==> config.mk <==
export PLATFORM = sky130hd
export DESIGN_NAME = axi4sram_rw_arb
export DESIGN_NICKNAME = d
export VERILOG_FILES = /design/src/rtl/axi4sram_rw_arb.sv
export SDC_FILE = /design/constraint.sdc
export NUM_CORES = 1
export LEC_CHECK = 0
export CORE_ASPECT_RATIO = 1.5
export CORE_UTILIZATION = 40
export CTS_BUF_LIST = sky130_fd_sc_hd__clkbuf_2
export DETAILED_ROUTE_END_ITERATION = 8
export HOLD_SLACK_MARGIN = 0.02
export PLACE_DENSITY = 0.7
export SLEW_MARGIN = 15
export SYNTH_ARGS = -nofsm -noshare
export SYNTH_HDL_FRONTEND = slang
export SYNTH_SLANG_ARGS = --single-unit
==> constraint.sdc <==
create_clock -name ACLK -period 2.2 [get_ports ACLK]
set_clock_uncertainty 0.05 [all_clocks]
set_input_delay 0.55 -clock ACLK [delete_from_list [all_inputs] [get_ports ACLK]]
set_output_delay 0.55 -clock ACLK [all_outputs]
set_load 0.02 [all_outputs]
==> src/rtl/axi4sram_rw_arb.sv <==
// Single-port SRAM arbiter for an AXI4 slave. It alternates whole write and read
// bursts, counts beats against the captured length and returns the B response.
module axi4sram_rw_arb #(
  parameter int AXI4_IDWIDTH = 4,
  parameter bit WR_FIRST     = 1'b1
) (
  input  logic                    ACLK,
  input  logic                    ARESETN,
  input  logic                    AWVALID_S,
  input  logic [7:0]              AWLEN_S,
  input  logic [AXI4_IDWIDTH-1:0] AWID_S,
  input  logic                    ARVALID_S,
  input  logic [7:0]              ARLEN_S,
  input  logic [AXI4_IDWIDTH-1:0] ARID_S,
  input  logic                    wr_beat,
  input  logic                    wr_last,
  input  logic                    rd_beat,
  input  logic                    BREADY_S,
  output logic                    awready_mc,
  output logic                    arready_mc,
  output logic                    waddrchset_mc,
  output logic                    raddrchset_mc,
  output logic                    wr_gnt,
  output logic                    rd_gnt,
  output logic                    bvalid_mc,
  output logic [AXI4_IDWIDTH-1:0] bid_mc,
  output logic [1:0]              bresp_mc,
  output logic [AXI4_IDWIDTH-1:0] rid_mc,
  output logic                    len_err
);

  typedef enum logic [2:0] {
    IDLE, WR_ADDR, WR_DATA, WR_RESP, RD_ADDR, RD_DATA
  } state_e;

  state_e                  state_q, state_d;
  logic [7:0]              cnt_q, cnt_d;
  logic [7:0]              len_q, len_d;
  logic [AXI4_IDWIDTH-1:0] bid_q, bid_d;
  logic [AXI4_IDWIDTH-1:0] rid_q, rid_d;
  logic                    last_wr_q, last_wr_d;
  logic                    len_err_q, len_err_d;
  logic                    cnt_hit;

  assign cnt_hit = (cnt_q == len_q);

  always_ff @(posedge ACLK or negedge ARESETN) begin
    if (!ARESETN) begin
      state_q   <= IDLE;
      cnt_q     <= '0;
      len_q     <= '0;
      bid_q     <= '0;
      rid_q     <= '0;
      last_wr_q <= ~WR_FIRST;
      len_err_q <= 1'b0;
    end else begin
      state_q   <= state_d;
      cnt_q     <= cnt_d;
      len_q     <= len_d;
      bid_q     <= bid_d;
      rid_q     <= rid_d;
      last_wr_q <= last_wr_d;
      len_err_q <= len_err_d;
    end
  end

  always_comb begin
    state_d   = state_q;
    cnt_d     = cnt_q;
    len_d     = len_q;
    bid_d     = bid_q;
    rid_d     = rid_q;
    last_wr_d = last_wr_q;
    len_err_d = 1'b0;
    unique case (state_q)
      IDLE: begin
        // On a tie the channel not served last wins.
        if (AWVALID_S && (!ARVALID_S || !last_wr_q)) begin
          state_d   = WR_ADDR;
          last_wr_d = 1'b1;
        end else if (ARVALID_S) begin
          state_d   = RD_ADDR;
          last_wr_d = 1'b0;
        end
      end
      WR_ADDR: begin
        len_d   = AWLEN_S;
        bid_d   = AWID_S;
        cnt_d   = '0;
        state_d = WR_DATA;
      end
      WR_DATA: begin
        if (wr_beat) begin
          cnt_d = cnt_q + 8'd1;
          // The count, not WLAST, ends the burst; a disagreement is only flagged.
          len_err_d = wr_last ^ cnt_hit;
          if (cnt_hit) state_d = WR_RESP;
        end
      end
      WR_RESP: begin
        if (BREADY_S) state_d = IDLE;
      end
      RD_ADDR: begin
        len_d   = ARLEN_S;
        rid_d   = ARID_S;
        cnt_d   = '0;
        state_d = RD_DATA;
      end
      RD_DATA: begin
        if (rd_beat) begin
          cnt_d = cnt_q + 8'd1;
          if (cnt_hit) state_d = IDLE;
        end
      end
      default: state_d = IDLE;
    endcase
  end

  assign awready_mc    = (state_q == WR_ADDR);
  assign waddrchset_mc = (state_q == WR_ADDR);
  assign arready_mc    = (state_q == RD_ADDR);
  assign raddrchset_mc = (state_q == RD_ADDR);
  assign wr_gnt        = (state_q == WR_DATA);
  assign rd_gnt        = (state_q == RD_DATA);
  assign bvalid_mc     = (state_q == WR_RESP);
  assign bresp_mc      = 2'b00;
  assign bid_mc        = bid_q;
  assign rid_mc        = rid_q;
  assign len_err       = len_err_q;

endmodule

Word-level counts from Yosys, hierarchy flattened
Index checks and enable logic that the tools add are counted.
{"block": "op_classes", "add_sub_neg": 1, "mul": 0, "div": 0, "order_cmp": 0, "eq_ne": 12, "shift": 0, "muxes": 16, "bitwise": 1, "n_reduce_logical": 12}
{"op": "$pmux 8 s3", "n": 1}
{"op": "$mux 3", "n": 7}
{"op": "$pmux 3 s6", "n": 1}
{"op": "$mux 8", "n": 2}
{"op": "$pmux 8 s2", "n": 1}
{"op": "$add 8x1->8 const B", "n": 1}
{"op": "$eq 8x8->1", "n": 1}
{"op": "$eq 3x2->1 const B", "n": 2}
{"op": "$eq 3x3->1 const B", "n": 2}
{"op": "$ne 2x2->1 const B", "n": 3}
{"op": "$reduce_and 6->1", "n": 1}
{"op": "$mux 1", "n": 4}
{"op": "$ne 2x1->1 const B", "n": 2}
{"op": "$reduce_bool 2->1", "n": 2}
{"op": "$eq 3x1->1 const B", "n": 1}
{"op": "$logic_not 3->1", "n": 1}
{"op": "$ne 3x3->1 const B", "n": 1}
{"op": "$reduce_and 3->1", "n": 1}
{"op": "$reduce_bool 3->1", "n": 1}
{"op": "$logic_not 1->1", "n": 2}
{"op": "$reduce_and 2->1", "n": 1}
{"op": "$reduce_or 2->1", "n": 1}
{"op": "$logic_and 1x1->1", "n": 1}
{"op": "$logic_or 1x1->1", "n": 1}
{"op": "$xor 1x1->1", "n": 1}
{"block": "word_totals", "register_bits": 29, "latch_bits": 0, "mem_bits_rw": 0, "rom_bits": 0, "output_inout_bits": 18, "elab_cells": 49, "mem_count": 0}

Longest topological paths before layout
Gate-level depths: netlist of run 1.
{"block": "logic_depth", "word_depth": 5, "ltp_mapped": 6, "depth_no_buf": 5}

Least setup slack after synthesis of run 1
OpenSTA, ideal clock, no wires.
{"block": "synth_path", "kind": "flip-flop to output port", "from": "reg state_q[1]", "to": "out raddrchset_mc", "arrival_ns": 1.309, "required_time_ns": 1.600, "path_slack_ns": 0.291, "path_stages_with_launch": 6, "path_buffers": 3, "path_cell_list": "dfrtp_1 buf_4 nand2b_1 nor2_1 buf_2 buf_4"}
{"block": "synth_between", "elab_chain_len": 1}
{"item": "start: declaration", "line": "36", "text": "state_e state_q, state_d;"}
{"item": "start signal: assignment", "line": "57", "text": "state_q <= state_d;"}
{"item": "$eq 3x3->1"}
{"item": "end: declaration", "line": "22", "text": "output logic raddrchset_mc,"}
Every way passes these cells.

Worst setup path in the final report of run 1
{"block": "layout_path", "from": "reg state_q[1]", "to": "out raddrchset_mc"}
{"block": "layout_between", "elab_chain_len": 1}
{"item": "$eq 3x3->1", "line": "122", "text": "assign raddrchset_mc = (state_q == RD_ADDR);"}
Every way passes these cells.

==> summary.txt, run 1 <==
Yosys
  • Cells after Synth: 142
  • Mapped Avg Cell Area: 10.7 µm²
  • Area contributors post-synth: dfrtp_1, mux2_2, xnor2_1, mux2i_1, o21ai_0
  • Top cell type by total area after synthesis: dfrtp_1
  • Most common cell in the netlist: dfrtp_1
  • Most common library cells after synthesis: dfrtp_1, nand2_1, o21ai_0, xnor2_1
  • Total of warnings raised by yosys: 0
  • Register area share after synthesis: 47.7%
  • Post-synth EDFFs: 0
  • Cell variety after synth: 36
  • Ys flop type: dfrtp_1
  • Share of the synthesized area in the top cell type: 47.7%
  • Cell Area, Synth: 1520 µm²
  • #FFs+latches synth: 29
  • FFs w/ async S/R, synth: 100%

CTS
  • Htree depth: 2
  • Worst-path clk slew: 150 ps
  • Num CTS Buffers: 5
  • TritonCTS clock tree: yes
  • Setup Buffers After CTS: 0
  • Worst-Skew Late Latency: 360 ps
  • Root Buffer: clkbuf_2
  • Clock buffer depth: 2
  • Num Clock Sinks: 29

Global route
  • Vias in the first global route: 1315
  • Tot GR Track Use: 19.3%
  • Grt ovf: 0
  • First-pass GRT wire length: 5780 µm
  • Initial antenna violation count: 0
  • Largest net degree at the start of global routing: 30

Job
  • Max Cap Viol: 0

Floorplanning
  • Die ar.: 4060 µm²
  • Io pins: 50
  • Die X: 52.4 µm
  • Total core area: 3650 µm²
  • # rows: 27
  • Starting Density: 41.7%
  • Die height: 77.6 µm

STA
  • Setup Total Neg Slack: 0 ps
  • Final slew viol count: 0
  • Fmax: 477 MHz
  • Final worst path period share: 95.4%
  • Minimum clock period: 2100 ps
  • Worst-margin pin slew: 495 ps
  • Hold slack final: 472 ps
  • RSZ-0062 raised after global routing: no
  • Hold Violations, Final: 0
  • Relative slew margins: 66.8%
  • Final number of setup-violating endpoints: 0

Power
  • Gate power share: 51.5%
  • Switching power: 0.00104 W
  • P per Cell Area: 1270 nW/µm²
  • P_leak: 0.875 nW
  • Peak VDD IR: 0.000741 V
  • Pint: 0.00163 W
  • Sw Ratio: 38.9%
  • Pwr Total: 0.00268 W
  • Sequential share of power: 34.2%
  • Clock Power Share: 14.2%

Setup path
  • R2R Path Start: cnt_q[4]
  • Critical Path End Type: primary output
  • R2R setup slack: 470 ps
  • Critical path's top delay family: flip-flops
  • Worst Setup SP: state_q[1]
  • CP cell instances: nand2b_1 -> nor2_2 -> dlygate4sd2_1
  • CP Launch Type: register
  • Crit path kind: reg -> out
  • Buffers and inverters on the worst path: 1
  • Max incr delay on CP: 430 ps
  • Crit path max-delay cell type: dfrtp_1
  • Worst Path Required: 1600 ps
  • WP data arrival: 1500 ps
  • Max Fanout on Critical Path: 3

Finish
  • Ant. Diodes: 0
  • Non-Filler Instances: 243
  • Syn-to-layout area delta: 38.1%
  • Share of layout cells above drive strength 1: 19.0%
  • Nets: 232

Detailed routing
  • Routed len/inst: 14.6 µm
  • DR vias: 1305
  • # DRC: 0
  • DR iter-0 viols: 53
  • Total wire length: 3540 µm
  • Initial DRT Pass Iterations: 4
  • Via density: 5.37
  • Antenna Nets Post-Route: 0

Place
  • Port bufs: 47
  • Dpl cells: 235
  • Half-perimeter wire length after placement: 2770 µm
  • Final GP Congestion: 0.873

Worst hold path
  • HP Start: rid_mc[3]
  • Min-Delay Path Class: reg -> reg

Status
  • Run status: completed
[routing by layer]
layer	track usage, %	vias to the layer above	wire, µm
met3	5.69	9	192
li1	-	622	-
met4	8.95	0	94
met5	0	-	0
met1	21.8	626	1380
met2	32.3	48	1880
[layout by cell type (no fill, tap or decap), types with 7 or more instances in the layout]
master	count
buf_4	12
mux2i_1	8
nand2_1	11
dfrtp_1	29
a21oi_1	7
mux2_2	8
clkdlybuf4s50_1	40
clkbuf_2	11
o21ai_0	10
xnor2_1	10
[repair_timing]
action                                  in CTS  in global routing
endpoints found under the setup margin       7                  7
pin swaps                                    0                  0
resized for setup                           10                  9
gates cloned                                 0                  0
hold buffers                                 0                  0
[final timing paths]
kind	endpoint	cells after the start
setup / recovery	raddrchset_mc	3
hold / removal	rid_mc[3]	1
setup reg to reg	state_q[0]	4
hold reg to reg	rid_mc[3]	1
max in group asynchronous	rid_mc[1]	2
min in group asynchronous	cnt_q[2]	2
[power by group through the flow]
stage | Clock, W | Sequential (W) | Combinational (W)
after floorplan | 0 | 0.000971 | 0.000835
after global placement | 0 | 0.000916 | 0.00139
after detailed placement | 0 | 0.000925 | 0.00142
after CTS | 0.000388 | 0.000916 | 0.00140
after global routing | 0.000417 | 0.000946 | 0.00149
final | 0.000380 | 0.000916 | 0.00138
[flip-flops by register name (all words and copies together), names as in the netlist]
signal	flops
bid_mc	4
cnt_q	8
last_wr_q	1
len_err	1
len_q	8
rid_mc	4
state_q	3
[cell families after synthesis]
kind of cell             share of synthesized area [%]
AO/OA/AOI/OAI                                     14.1
XOR/XNOR                                          5.75
adder cells (fa/ha/maj)                          0.822
buffers and inverters                             5.83
flip-flops                                        47.7
multiplexers                                      11.2
other                                            0.246
AND/OR/NAND/NOR                                   14.4
[stage by stage]
step                      util [%]  setup WS [ps]  area [µm²]
after detailed placement      56.6           24.9        2060
after CTS                     58.2          -3.55        2120
after global placement        56.6           94.9        2060
after global routing          57.6           4.43        2100
final                         57.6            102        2100
after floorplan                  -            291        1530
[final cells by class]
type	instances	area, µm²
fill	322	1550
sequential	29	726
multi-input combinational	101	714
timing repair buffer	59	534
tap	43	53.8
clock inverter	2	33.8
clock buffer	6	30.0
inverter	3	11.3
No activity file was read; power rests on OpenSTA's default activity.
==> inputs of run 2 (changes only) <==
--- a/constraint.sdc
+++ b/constraint.sdc
@@ -4,2 +4,2 @@
 set_output_delay 0.55 -clock ACLK [all_outputs]
-set_load 0.02 [all_outputs]
+set_load 0.1 [all_outputs]
==> summary.txt, run 2 (synthesis gave the netlist of run 1 again) <==
Detailed routing
  • Initial DRT Pass Iterations: 4 (unchanged)
  • Routed len/inst: 15.1 µm (+3.6%)
  • Via density: 5.30 (-1.3%)
  • # DRC: 0 (unchanged)
  • DR vias: 1288 (-1.3%)
  • Total wire length: 3670 µm (+3.6%)
  • Antenna Nets Post-Route: 0 (unchanged)
  • DR iter-0 viols: 36 (-32%)

Global route
  • Grt ovf: 0 (unchanged)
  • Vias in the first global route: 1319 (+0.30%)
  • Tot GR Track Use: 20.0% (+0.65 points)
  • First-pass GRT wire length: 5930 µm (+2.5%)
  • Largest net degree at the start of global routing: 30 (unchanged)
  • Initial antenna violation count: 0 (unchanged)

Setup path
  • Max Fanout on Critical Path: 10 (+7)
  • CP Launch Type: register
  • End point of the critical path: awready_mc
  • Worst Setup SP: state_q[1]
  • CP cell instances: buf_4 -> nor3_4 -> buf_4 -> buf_12
  • R2R cell count: 4 (unchanged)
  • Critical Path End Type: primary output
  • Crit path max-delay cell type: dfrtp_1
  • Critical path's top delay family: buffers and inverters
  • Max incr delay on CP: 430 ps (about the same)
  • Crit path kind: reg -> out
  • WP data arrival: 1540 ps (+40 ps)
  • R2R Path Start: cnt_q[1]
  • R2R Path End: state_q[0]
  • Worst Path Required: 1600 ps (about the same)
  • R2R setup slack: 370 ps (-100 ps)
  • Buffers and inverters on the worst path: 3 (+2)
  • CP most frequent cell: buf_4
  • Worst path depth: 4 (+1)

Finish
  • Nets: 232 (unchanged)
  • Share of layout cells above drive strength 1: 25.5% (+6.5 points)
  • Syn-to-layout area delta: 46.1%
  • Ant. Diodes: 0 (unchanged)
  • Post-route cell area: 2220 µm² (+5.8%)
  • Fill count: 322 (unchanged)
  • Area of the multi-input gates: 729 µm² (+2.1%)
  • Commonest cells after routing, fill and taps aside: clkdlybuf4s50_1, dfrtp_1, buf_4
  • Register Area: 726 µm² (unchanged)
  • Most common cell after layout, fill and taps aside: clkdlybuf4s50_1
  • Largest registers: cnt_q (8), len_q (8)

Place
  • Final GP Congestion: 0.835 (-4.4%)
  • Port bufs: 47 (unchanged)
  • Dpl ws: 24.5 ps (-0.421 ps)
  • Placed Area: 2100 µm² (+1.6%)
  • Half-perimeter wire length after placement: 2690 µm (-3.0%)

Floorplanning
  • Total core area: 3650 µm² (unchanged)
  • Io pins: 50 (unchanged)
  • Starting Density: 41.7% (unchanged)
  • Die height: 77.6 µm (unchanged)
  • # rows: 27 (unchanged)
  • Die X: 52.4 µm (unchanged)
  • Die ar.: 4060 µm² (unchanged)

Status
  • Run status: completed

CTS
  • Worst-Skew Late Latency: 390 ps (+30 ps)
  • Num CTS Buffers: 5 (unchanged)
  • TritonCTS clock tree: yes
  • Hold Buf Count CTS: 0 (unchanged)
  • Clock buffer depth: 2 (unchanged)
  • Worst-path clk slew: 180 ps (+30 ps)
  • Htree depth: 2 (unchanged)
  • Num Clock Sinks: 29 (unchanged)
  • Root Buffer: clkbuf_2

Power
  • P per Cell Area: 1640 nW/µm² (+29%)
  • P_leak: 0.921 nW (+5.2%)
  • Pwr Total: 0.00366 W (+37%)
  • Sequential share of power: 24.8% (-9.4 points)
  • Switching power: 0.00189 W (+81%)
  • Gate power share: 64.4% (+13 points)
  • Clock Power Share: 10.8% (-3.4 points)
  • Sw Ratio: 51.5% (+13 points)
  • Pint: 0.00177 W (+8.5%)
  • Peak VDD IR: 0.00128 V (+73%)

Worst hold path
  • Min-Delay Path Class: in -> async

STA
  • Setup Total Neg Slack: 0 ps (unchanged)
  • Minimum clock period: 2140 ps (+42.3 ps)
  • Hold slack final: 470 ps (-2.26 ps)
  • Relative slew margins: 63.4% (-3.4 points)
  • Final number of setup-violating endpoints: 0 (unchanged)
  • Worst-margin pin slew: 546 ps (+50.4 ps)
  • Fmax: 467 MHz (-2.0%)
  • Hold Violations, Final: 0 (unchanged)
  • Final slew viol count: 0 (unchanged)
  • Final Worst Setup Slack: 59.7 ps (-42.3 ps)
  • Final worst path period share: 97.3% (+1.9 points)

Job
  • Max Cap Viol: 0 (unchanged)
## run 2: power by group through the flow
stage	clock, W	sequential [W]	combinational (W)
final	0.000394	0.000906	0.00236
after global routing	0.000423	0.000935	0.00248
after CTS	0.000397	0.000904	0.00229
after detailed placement	0	0.000915	0.00228
after global placement	0	0.000906	0.00224
after floorplan	0	0.00144	0.00114
## run 2: area by class of cell
class	instances	area share, %
clock inverter	3	1.86
clock buffer	5	1.12
tap	43	2.42
timing repair buffer	59	28.7
multi-input combinational	101	32.8
inverter	3	0.506
sequential	29	32.6
## run 2: worst min-delay path by stage
stage	depth (start not counted)	from	to
2_1_floorplan	0	ARESETN	bid_mc[0]
3_3_place_gp	1	last_wr_q	last_wr_q
3_5_place_dp	1	last_wr_q	last_wr_q
4_1_cts	1	last_wr_q	last_wr_q
5_1_grt	2	ARESETN	last_wr_q
6_report	2	ARESETN	last_wr_q
## run 2: timing repair
action / CTS / global route
pin swaps: 0 / 2
resized for setup: 1 / 3
endpoints found under the setup margin: 2 / 4
gates cloned: 0 / 1
setup buffers: 0 / 3
## run 2: routing by layer
| layer | track usage, % | vias to the layer above | part of all wire, % |
|---|---|---|---|
| met5 | 0 | - | 0 |
| met4 | 10.0 | 0 | 1.9 |
| met3 | 5.49 | 6 | 3.8 |
| met2 | 34.9 | 40 | 56 |
| met1 | 20.9 | 625 | 39 |
| li1 | - | 617 | - |
## run 2: metrics by stage
| stage | utilization [%] | std cells |
|---|---|---|
| after floorplan | - | 143 |
| after detailed placement | 57.4 | 231 |
| final | 61.0 | 243 |
| after global placement | 57.4 | 231 |
| after CTS | 59.3 | 239 |
| after global routing | 61.0 | 243 |
